File: config.mk
export PLATFORM = sky130hd
export DESIGN_NAME = pipe_addsub_flat
export DESIGN_NICKNAME = d
export VERILOG_FILES = /design/src/rtl/pipe_addsub_pkg.sv /design/src/rtl/pipe_addsub_if.sv /design/src/rtl/addsub_slice.sv /design/src/rtl/pipe_addsub.sv /design/src/flat_wrapper.sv
export SDC_FILE = /design/constraint.sdc
export NUM_CORES = 1
export LEC_CHECK = 0
export ABC_AREA = 0
export BUFFER_PORTS_ARGS = -buffer_cell sky130_fd_sc_hd__buf_2
export CAP_MARGIN = 5
export CELL_PAD_IN_SITES_DETAIL_PLACEMENT = 0
export CELL_PAD_IN_SITES_GLOBAL_PLACEMENT = 2
export CORE_ASPECT_RATIO = 2
export CORE_MARGIN = 1
export CORE_UTILIZATION = 32
export DETAILED_ROUTE_END_ITERATION = 10
export PLACE_DENSITY_LB_ADDON = 0.1
export SETUP_SLACK_MARGIN = 0.15
export SYNTH_ARGS = -nofsm -noshare
export SYNTH_HDL_FRONTEND = slang
export SYNTH_SLANG_ARGS = --single-unit
export TNS_END_PERCENT = 30
File: constraint.sdc
create_clock -name clk -period 2.85 [get_ports clk]
set_input_delay 0.57 -clock clk [delete_from_list [all_inputs] [get_ports clk]]
set_output_delay 0.57 -clock clk [all_outputs]
set_load 0.02 [all_outputs]
File: src/rtl/pipe_addsub_pkg.sv
// pipe_addsub shared types and helpers.
// Stage-register bundle and geometry function.
package pipe_addsub_pkg;

  localparam logic OP_ADD = 1'b0;
  localparam logic OP_SUB = 1'b1;

  typedef struct packed {
    logic valid;
    logic carry;
    logic zero;
    logic sign_a;
    logic sign_b;
  } stage_t;

  function automatic int stages_of(
    input int width,
    input int chunk
  );
    return width / chunk;
  endfunction

endpackage

File: src/rtl/pipe_addsub_if.sv
// pipe_addsub operand/result handshake bundle.
// master drives operands, slave is the unit.
interface pipe_addsub_if #(
  parameter int WIDTH = 16
);
  logic             in_valid;
  logic             in_ready;
  logic [WIDTH-1:0] in_a;
  logic [WIDTH-1:0] in_b;
  logic             in_sub;
  logic             out_valid;
  logic             out_ready;
  logic [WIDTH-1:0] out_sum;
  logic             out_carry;
  logic             out_overflow;
  logic             out_zero;

  modport master (
    output in_valid,
    input  in_ready,
    output in_a,
    output in_b,
    output in_sub,
    input  out_valid,
    output out_ready,
    input  out_sum,
    input  out_carry,
    input  out_overflow,
    input  out_zero
  );

  modport slave (
    input  in_valid,
    output in_ready,
    input  in_a,
    input  in_b,
    input  in_sub,
    output out_valid,
    input  out_ready,
    output out_sum,
    output out_carry,
    output out_overflow,
    output out_zero
  );

endinterface

File: src/rtl/addsub_slice.sv
// One CHUNK-bit add stage with its register.
// Consumed operand slices are dropped as they pass.
module addsub_slice
  import pipe_addsub_pkg::*;
#(
  parameter int WIDTH = 16,
  parameter int CHUNK = 8,
  parameter int IDX   = 0
) (
  input  logic             clk,
  input  logic             rst_n,
  input  logic             adv,
  input  stage_t           ctl_i,
  input  logic [WIDTH-1:0] a_i,
  input  logic [WIDTH-1:0] b_i,
  input  logic [WIDTH-1:0] s_i,
  output stage_t           ctl_o,
  output logic [WIDTH-1:0] a_o,
  output logic [WIDTH-1:0] b_o,
  output logic [WIDTH-1:0] s_o
);

  localparam int LO = IDX * CHUNK;
  localparam logic [WIDTH-1:0] KEEP =
    {WIDTH{1'b1}} << (LO + CHUNK);

  logic [CHUNK:0]   add;
  logic [WIDTH-1:0] s_n;

  // Slice adder with the incoming carry.
  always_comb begin
    add = {1'b0, a_i[LO +: CHUNK]}
        + {1'b0, b_i[LO +: CHUNK]}
        + {{CHUNK{1'b0}}, ctl_i.carry};
  end

  // Merge this slice into the riding sum.
  always_comb begin
    s_n = s_i;
    s_n[LO +: CHUNK] = add[CHUNK-1:0];
  end

  // Stage register; holds everything when stalled.
  always_ff @(posedge clk or negedge rst_n) begin
    if (!rst_n) begin
      ctl_o <= '0;
      a_o   <= '0;
      b_o   <= '0;
      s_o   <= '0;
    end else if (adv) begin
      ctl_o <= '{
        valid:  ctl_i.valid,
        carry:  add[CHUNK],
        zero:   ctl_i.zero & ~|add[CHUNK-1:0],
        sign_a: ctl_i.sign_a,
        sign_b: ctl_i.sign_b
      };
      a_o <= a_i & KEEP;
      b_o <= b_i & KEEP;
      s_o <= s_n;
    end
  end

endmodule

File: src/rtl/pipe_addsub.sv
// Pipelined add/subtract, one CHUNK slice per stage.
// Global advance stalls every stage together.
module pipe_addsub
  import pipe_addsub_pkg::*;
#(
  parameter int WIDTH = 16,
  parameter int CHUNK = 8
) (
  input logic          clk,
  input logic          rst_n,
  pipe_addsub_if.slave bus
);

  localparam int STAGES = stages_of(WIDTH, CHUNK);

  if (WIDTH % CHUNK != 0 || STAGES < 1) begin : g_bad
    $error("pipe_addsub: WIDTH must be a multiple of CHUNK");
  end

  logic             adv;
  logic [WIDTH-1:0] b_eff;

  stage_t           ctl [0:STAGES];
  logic [WIDTH-1:0] a_p [0:STAGES];
  logic [WIDTH-1:0] b_p [0:STAGES];
  logic [WIDTH-1:0] s_p [0:STAGES];

  assign adv = !ctl[STAGES].valid | bus.out_ready;
  assign bus.in_ready = adv;

  assign b_eff = (bus.in_sub == OP_SUB) ? ~bus.in_b
                                        : bus.in_b;

  assign ctl[0] = '{
    valid:  bus.in_valid,
    carry:  bus.in_sub,
    zero:   1'b1,
    sign_a: bus.in_a[WIDTH-1],
    sign_b: b_eff[WIDTH-1]
  };
  assign a_p[0] = bus.in_a;
  assign b_p[0] = b_eff;
  assign s_p[0] = '0;

  for (genvar k = 0; k < STAGES; k++) begin : g_stage
    addsub_slice #(
      .WIDTH (WIDTH),
      .CHUNK (CHUNK),
      .IDX   (k)
    ) u_slice (
      .clk   (clk),
      .rst_n (rst_n),
      .adv   (adv),
      .ctl_i (ctl[k]),
      .a_i   (a_p[k]),
      .b_i   (b_p[k]),
      .s_i   (s_p[k]),
      .ctl_o (ctl[k+1]),
      .a_o   (a_p[k+1]),
      .b_o   (b_p[k+1]),
      .s_o   (s_p[k+1])
    );
  end

  assign bus.out_valid = ctl[STAGES].valid;
  assign bus.out_sum   = s_p[STAGES];
  assign bus.out_carry = ctl[STAGES].carry;
  assign bus.out_zero  = ctl[STAGES].zero;
  assign bus.out_overflow =
    (ctl[STAGES].sign_a == ctl[STAGES].sign_b) &
    (s_p[STAGES][WIDTH-1] != ctl[STAGES].sign_a);

endmodule

File: src/flat_wrapper.sv
// flat-port wrapper written by rule: the top's interface ports become plain ports
module pipe_addsub_flat import pipe_addsub_pkg::*;
#(
  parameter int WIDTH = 16,
  parameter int CHUNK = 8
)
  (clk, rst_n, bus_in_valid, bus_in_ready, bus_in_a, bus_in_b, bus_in_sub, bus_out_valid, bus_out_ready, bus_out_sum, bus_out_carry, bus_out_overflow, bus_out_zero);
  pipe_addsub_if #(.WIDTH(WIDTH)) bus_i ();
  input logic clk;
  input logic rst_n;
  input wire logic [$bits(bus_i.in_valid)-1:0] bus_in_valid;
  output wire logic [$bits(bus_i.in_ready)-1:0] bus_in_ready;
  input wire logic [$bits(bus_i.in_a)-1:0] bus_in_a;
  input wire logic [$bits(bus_i.in_b)-1:0] bus_in_b;
  input wire logic [$bits(bus_i.in_sub)-1:0] bus_in_sub;
  output wire logic [$bits(bus_i.out_valid)-1:0] bus_out_valid;
  input wire logic [$bits(bus_i.out_ready)-1:0] bus_out_ready;
  output wire logic [$bits(bus_i.out_sum)-1:0] bus_out_sum;
  output wire logic [$bits(bus_i.out_carry)-1:0] bus_out_carry;
  output wire logic [$bits(bus_i.out_overflow)-1:0] bus_out_overflow;
  output wire logic [$bits(bus_i.out_zero)-1:0] bus_out_zero;
  assign bus_i.in_valid = bus_in_valid;
  assign bus_in_ready = bus_i.in_ready;
  assign bus_i.in_a = bus_in_a;
  assign bus_i.in_b = bus_in_b;
  assign bus_i.in_sub = bus_in_sub;
  assign bus_out_valid = bus_i.out_valid;
  assign bus_i.out_ready = bus_out_ready;
  assign bus_out_sum = bus_i.out_sum;
  assign bus_out_carry = bus_i.out_carry;
  assign bus_out_overflow = bus_i.out_overflow;
  assign bus_out_zero = bus_i.out_zero;
  pipe_addsub #(.WIDTH(WIDTH), .CHUNK(CHUNK)) u_core (.clk(clk), .rst_n(rst_n), .bus(bus_i));
endmodule
==> results of run 1 <==
==> through the flow <==
step / setup slack, ps / area, um^2 / util [%]
global placement: 293 / 3010 / 38.1
global route: 254 / 3160 / 40.1
CTS: 422 / 3160 / 40.1
detailed placement: 264 / 3010 / 38.1
floorplan: 314 / 2600 / -
finish: 460 / 3160 / 40.1
==> worst max-delay path: stages, from the launching register on <==
cell and delay (ps):
dfrtp_1 400, fa_1 490, fa_1 430, a21oi_1 230, nor3_1 110, nor3_1 230
o2111ai_1 150, o31ai_1 230
==> kinds of logic after synthesis <==
| kind of cell | count (synthesis) | synth area share (%) |
|---|---|---|
| muxes | 3 | 1.44 |
| xor gates and xnor gates | 23 | 7.76 |
| buffers and inverters | 18 | 2.99 |
| adders and majority gates | 17 | 9.06 |
| AOI/OAI and AO/OA | 54 | 12.9 |
| and+or+nand+nor | 124 | 19.7 |
| DFF | 48 | 46.2 |
==> per-layer routing <==
metal,part of all wire (%),GRT usage (%)
met4,2.4,7.42
met1,37,16.8
met3,2.4,2.11
met2,59,33.3
met5,0,0
==> area by class of cell <==
class / count / area [um^2] / area share, %
clock buffer: 7 / 153 / 4.83
sequential: 48 / 1200 / 38.0
timing repair buffer: 64 / 338 / 10.7
inverter: 6 / 22.5 / 0.713
multi-input combinational: 221 / 1330 / 42.0
tap: 96 / 120 / 3.80
==> placed cells by master, fill, tap and decap left out, drive strengths merged, types with 4 or more instances in the layout <==
cell,synthesis,final
xnor2,14,14
o21ai,23,23
xor2,9,9
dfrtp,48,48
nor2,17,17
buf,6,64
a21oi,9,9
a21o,4,4
clkbuf,6,7
ha,14,14
nand2,87,87
inv,6,6
nor3,5,5
==> sequential cells by signal, summed over array words and instances (netlist names) <==
name                          cells
u_core.g_stage.u_slice.a_o        7
u_core.g_stage.u_slice.b_o        7
u_core.g_stage.u_slice.ctl_o     10
u_core.g_stage.u_slice.s_o       24
==> power groups by stage <==
stage / registers [mW] / clock network [mW] / logic, mW
finish: 0.958 / 0.618 / 0.869
global route: 0.988 / 0.652 / 0.979
CTS: 0.965 / 0.633 / 0.892
detailed placement: 0.978 / 0 / 0.889
global placement: 0.972 / 0 / 0.884
floorplan: 1.08 / 0 / 0.472
==> worst paths after layout <==
path                                                      end  slack (ps)
setup / recovery           u_core.g_stage[1].u_slice.ctl_o[2]         460
hold / removal              u_core.g_stage[1].u_slice.s_o[10]         370
setup reg to reg           u_core.g_stage[1].u_slice.ctl_o[2]         460
hold reg to reg              u_core.g_stage[1].u_slice.s_o[6]         460
max in group asynchronous  u_core.g_stage[1].u_slice.ctl_o[3]        2040
min in group clk             u_core.g_stage[1].u_slice.s_o[6]         460
==> results_dict.tcl, run 1 <==
set metrics [dict create \
    status "completed" \
    ys_types 40 \
    synth_nets 341 \
    power_mw 2.44 \
    worstPathMaxFanout 3 \
    critical_path_class "flop to flop" \
    synth_edf_count 0 \
    yosysTopAreaCellShare_pct 46.2 \
    cellPowerDensity_nw_per_um2 774 \
    cp-end-kind "flop" \
    drt-wirelength-per-cell_um 14.9 \
    syn_inst 287 \
    grt_pass1_vias 2134 \
    grt_pass1_wl_um 10500 \
    yosysSeqAreaShare_pct 46.2 \
    core-area_um2 7890 \
    clockRootBuffer "clkbuf_16" \
    rsz0062_at_grt "false" \
    cts_tree "yes" \
    yosysTopAreaCell "dfrtp_1" \
    maxSlewHeadroom_pct 58.3 \
    setup_tns_ps 0 \
    fmax_mhz 418 \
    holdCritPathClass "primary input to asynchronous set/reset pin" \
    rows 46 \
    postCtsHoldBufs 0 \
    cp.required_ps 3050 \
    dp.cells 435 \
    pwr-share-comb_pct 35.5 \
    remaining_drc_errors 0 \
    start_kind "flop" \
    cts_setup_buffers 0 \
    die_h_um 129 \
    worstRegToRegCells 7 \
    fin_nets 400 \
    ir_drop_mv 0.223 \
    switchingPower_mw 0.879 \
    finalSetupViolCount 0 \
    rr_startpoint "u_core.g_stage[0].u_slice.b_o[8]" \
    grtUsageTotal_pct 16.9 \
    place_hpwl_um 5170 \
    clockPowerShare_pct 25.3 \
    cts_num_sinks 48 \
    p_sw_share_pct 35.9 \
    drt_wl_total_um 6570 \
    drt-pass1-iter-count 4 \
    drv_cap 0 \
    ys_async_sr_fraction_pct 100 \
    io_buffers 57 \
    ys_ff_latch 48 \
    worstMarginPinSlew_ps 625 \
    post_cts_resize_count 0 \
    ant_nets 0 \
    vias_per_cell 4.78 \
    skew_ps 5.72 \
    ys_top_cells_by_area "dfrtp_1 (46%), nand2_1 (13%), ha_1 (6.7%)" \
    seqPwrFrac_pct 39.2 \
    critical_path.startpoint "u_core.g_stage[0].u_slice.b_o[8]" \
    clock_path_buffers 2 \
    crit_arrival_ps 2590 \
    drive_gt1_share_pct 22.0 \
    yosys-top-cells-count "nand2_1 (87), dfrtp_1 (48), o21ai_0 (22), nor2_1 (17)" \
    initialDrtViolationCount 78 \
    die_area_um2 8500 \
    fin_cells 442 \
    num_io_pins 58 \
    internal_power_mw 1.57 \
    place.gp.congestion 0.762 \
    h-tree-depth 2 \
    power.leakage_nw 1.56 \
    antenna_found_initial 0 \
    hold_viol 0 \
    cts.clk_slew.worst_paths_ps 60 \
    vias 2111 \
    die_w_um 65.7 \
    grt-ovfl-total 0 \
    synth_most_common_cell "nand2_1" \
    clk_latency_ps 290 \
    start_util_pct 32.9 \
    yosys_warnings 0 \
    fin_worst_hold_slack_ps 371 \
    n_antenna_cell 0 \
    post-route-min-period_ps 2390 \
    grt_start_max_net_pins 49 \
    areaGrowthSynthToFinish_pct 21.7 \
    syn_avg_cell_area_um2 9.05 \
    num-fill-cells 800 \
    synth_ff_type "dfrtp_1" \
    cts_made_buffers 5 \
    fin_crit_sh_pct 83.9 \
    synthesis.area_um2 2600 \
    slew_violations 0 \
]
Power figures use the tool's default switching activity.
==> inputs of run 2 (changes only) <==
==> constraint.sdc (replaced) <==
create_clock -name clk -period 2.4 [get_ports clk]
set_input_delay 0.48 -clock clk [delete_from_list [all_inputs] [get_ports clk]]
set_output_delay 0.48 -clock clk [all_outputs]
set_load 0.02 [all_outputs]
==> results_dict.tcl, run 2 (same netlist as run 1, synthesis figures left out) <==
set metrics [dict create \
    r2r-end "u_core.g_stage[1].u_slice.ctl_o[2]" \
    grt-ovfl-total 0 \
    setup_tns_ps 0 \
    crit_chain "fa_2 -> fa_2 -> a21oi_2 -> o21ai_0 -> xnor2_1 -> o2111ai_1 -> o31ai_1" \
    finalSetupViolCount 0 \
    clk_latency_ps 290 \
    seqPwrFrac_pct 39.2 \
    grt_pass1_vias 2160 \
    fin_crit_sh_pct 91.0 \
    die_area_um2 8500 \
    remaining_drc_errors 0 \
    drive_gt1_share_pct 26.1 \
    start_util_pct 32.9 \
    clockRootBuffer "clkbuf_16" \
    skew_ps 5.93 \
    rows 46 \
    postCtsHoldBufs 0 \
    holdCritPathClass "primary input to asynchronous set/reset pin" \
    layout_common_cells "nand2_1 (87), buf_2 (57), dfrtp_1 (48), o21ai_0 (20)" \
    switchingPower_mw 1.06 \
    num_io_pins 58 \
    start_kind "flop" \
    fin_nets 410 \
    post-route-min-period_ps 2180 \
    drt-wirelength-per-cell_um 14.6 \
    dp.cells 444 \
    slew_violations 0 \
    rsz0062_at_grt "true" \
    place.gp.congestion 0.753 \
    grtUsageTotal_pct 16.7 \
    cts_made_buffers 5 \
    fin_worst_hold_slack_ps 189 \
    initialDrtViolationCount 61 \
    clock_path_buffers 2 \
    n_antenna_cell 0 \
    worst-path-buf-inv 0 \
    internal_power_mw 1.86 \
    p_sw_share_pct 36.2 \
    worstPathMaxFanout 2 \
    cp.required_ps 2600 \
    largest_reg_flops 24 \
    rr_startpoint "u_core.g_stage[0].u_slice.b_o[8]" \
    core-area_um2 7890 \
    fin_cells 452 \
    dpl_cell_area_um2 3100 \
    max_stage_delay_ps 420 \
    die_h_um 129 \
    cellPowerDensity_nw_per_um2 894 \
    design_area_um2 3260 \
    ir_drop_mv 0.314 \
    rrSetupSlack_ps 220 \
    hold_viol 0 \
    critPathTopFamily "adder cells" \
    cts_num_sinks 48 \
    critical_path_class "flop to flop" \
    mostFrequentLayoutCell "nand2_1" \
    drv_cap 0 \
    drt_wl_total_um 6600 \
    cp-end-kind "flop" \
    cts.clk_slew.worst_paths_ps 60 \
    ant_nets 0 \
    place_hpwl_um 5190 \
    cp_slowest_cell "fa_2" \
    cts_tree "yes" \
    clockPowerShare_pct 22.5 \
    drt-pass1-iter-count 4 \
    grt_pass1_wl_um 10400 \
    path_common_cell "fa_2" \
    pwr-share-comb_pct 38.3 \
    die_w_um 65.7 \
    maxSlewHeadroom_pct 61.5 \
    reg_top3 "u_core.g_stage.u_slice.s_o (24), u_core.g_stage.u_slice.ctl_o (10)" \
    power_mw 2.92 \
    vias 2173 \
    worstMarginPinSlew_ps 577 \
    areaGrowthSynthToFinish_pct 25.7 \
    fmax_mhz 458 \
    power.leakage_nw 1.61 \
    vias_per_cell 4.81 \
    top_register "u_core.g_stage.u_slice.s_o" \
    status "completed" \
    io_buffers 57 \
    antenna_found_initial 0 \
    worstRegToRegCells 7 \
    crit_arrival_ps 2380 \
    grt_start_max_net_pins 48 \
    h-tree-depth 2 \
]
[run 2: what timing repair did]
item                       in CTS  in global routing
gates resized for setup         3                  4
setup buffers                   0                  1
pin swaps                       1                  3
setup endpoints to repair       3                  5
[run 2: layout make-up]
class	instances	area (um^2)
inverters	6	22.5
flip-flops and latches	48	1200
multi-input cells	221	1370
well taps	96	120
clock inverters	1	5.00
fillers	829	4620
clock buffers	6	129
repair buffers	74	413
[run 2: per-layer routing]
| layer | up-vias | global-route usage (%) | routed length, um |
|---|---|---|---|
| li1 | 1095 | - | - |
| met3 | 7 | 2.46 | 188 |
| met5 | - | 0 | 0 |
| met1 | 1025 | 16.4 | 2430 |
| met4 | 0 | 7.29 | 150 |
| met2 | 46 | 32.8 | 3830 |
[run 2: worst max-delay path by stage]
stage	start	end	slack [ps]	cells past startpoint
after floorplan	bus_in_sub	u_core.g_stage[0].u_slice.ctl_o[2]	150	8
after global placement	bus_in_sub	u_core.g_stage[0].u_slice.ctl_o[2]	1	9
after detailed placement	bus_in_sub	u_core.g_stage[0].u_slice.ctl_o[2]	-40	9
after CTS	u_core.g_stage[0].u_slice.b_o[8]	u_core.g_stage[1].u_slice.ctl_o[2]	200	7
after global routing	u_core.g_stage[0].u_slice.b_o[8]	u_core.g_stage[1].u_slice.ctl_o[2]	120	7
final	u_core.g_stage[0].u_slice.b_o[8]	u_core.g_stage[1].u_slice.ctl_o[2]	220	7
[run 2: power groups by stage]
stage / Clock [mW] / Combinational, mW / Sequential [mW]
after detailed placement: 0 / 1.09 / 1.16
after floorplan: 0 / 0.568 / 1.28
final: 0.657 / 1.12 / 1.14
after CTS: 0.689 / 1.10 / 1.15
after global placement: 0 / 1.08 / 1.16
after global routing: 0.714 / 1.24 / 1.17
[run 2: per-stage QoR]
| step | setup WS [ps] | util, % |
|---|---|---|
| after floorplan | 151 | - |
| after global placement | 1.12 | 39.3 |
| after detailed placement | -35.0 | 39.3 |
| after CTS | 196 | 41.1 |
| after global routing | 124 | 41.4 |
| final | 216 | 41.4 |
[run 2: worst register-to-register path: cells and delay by family (launching register included)]
kind | cells | cell delay (ps)
fa+ha+maj | 2 | 810
compound gates | 4 | 660
xor+xnor | 1 | 220
flops | 1 | 410
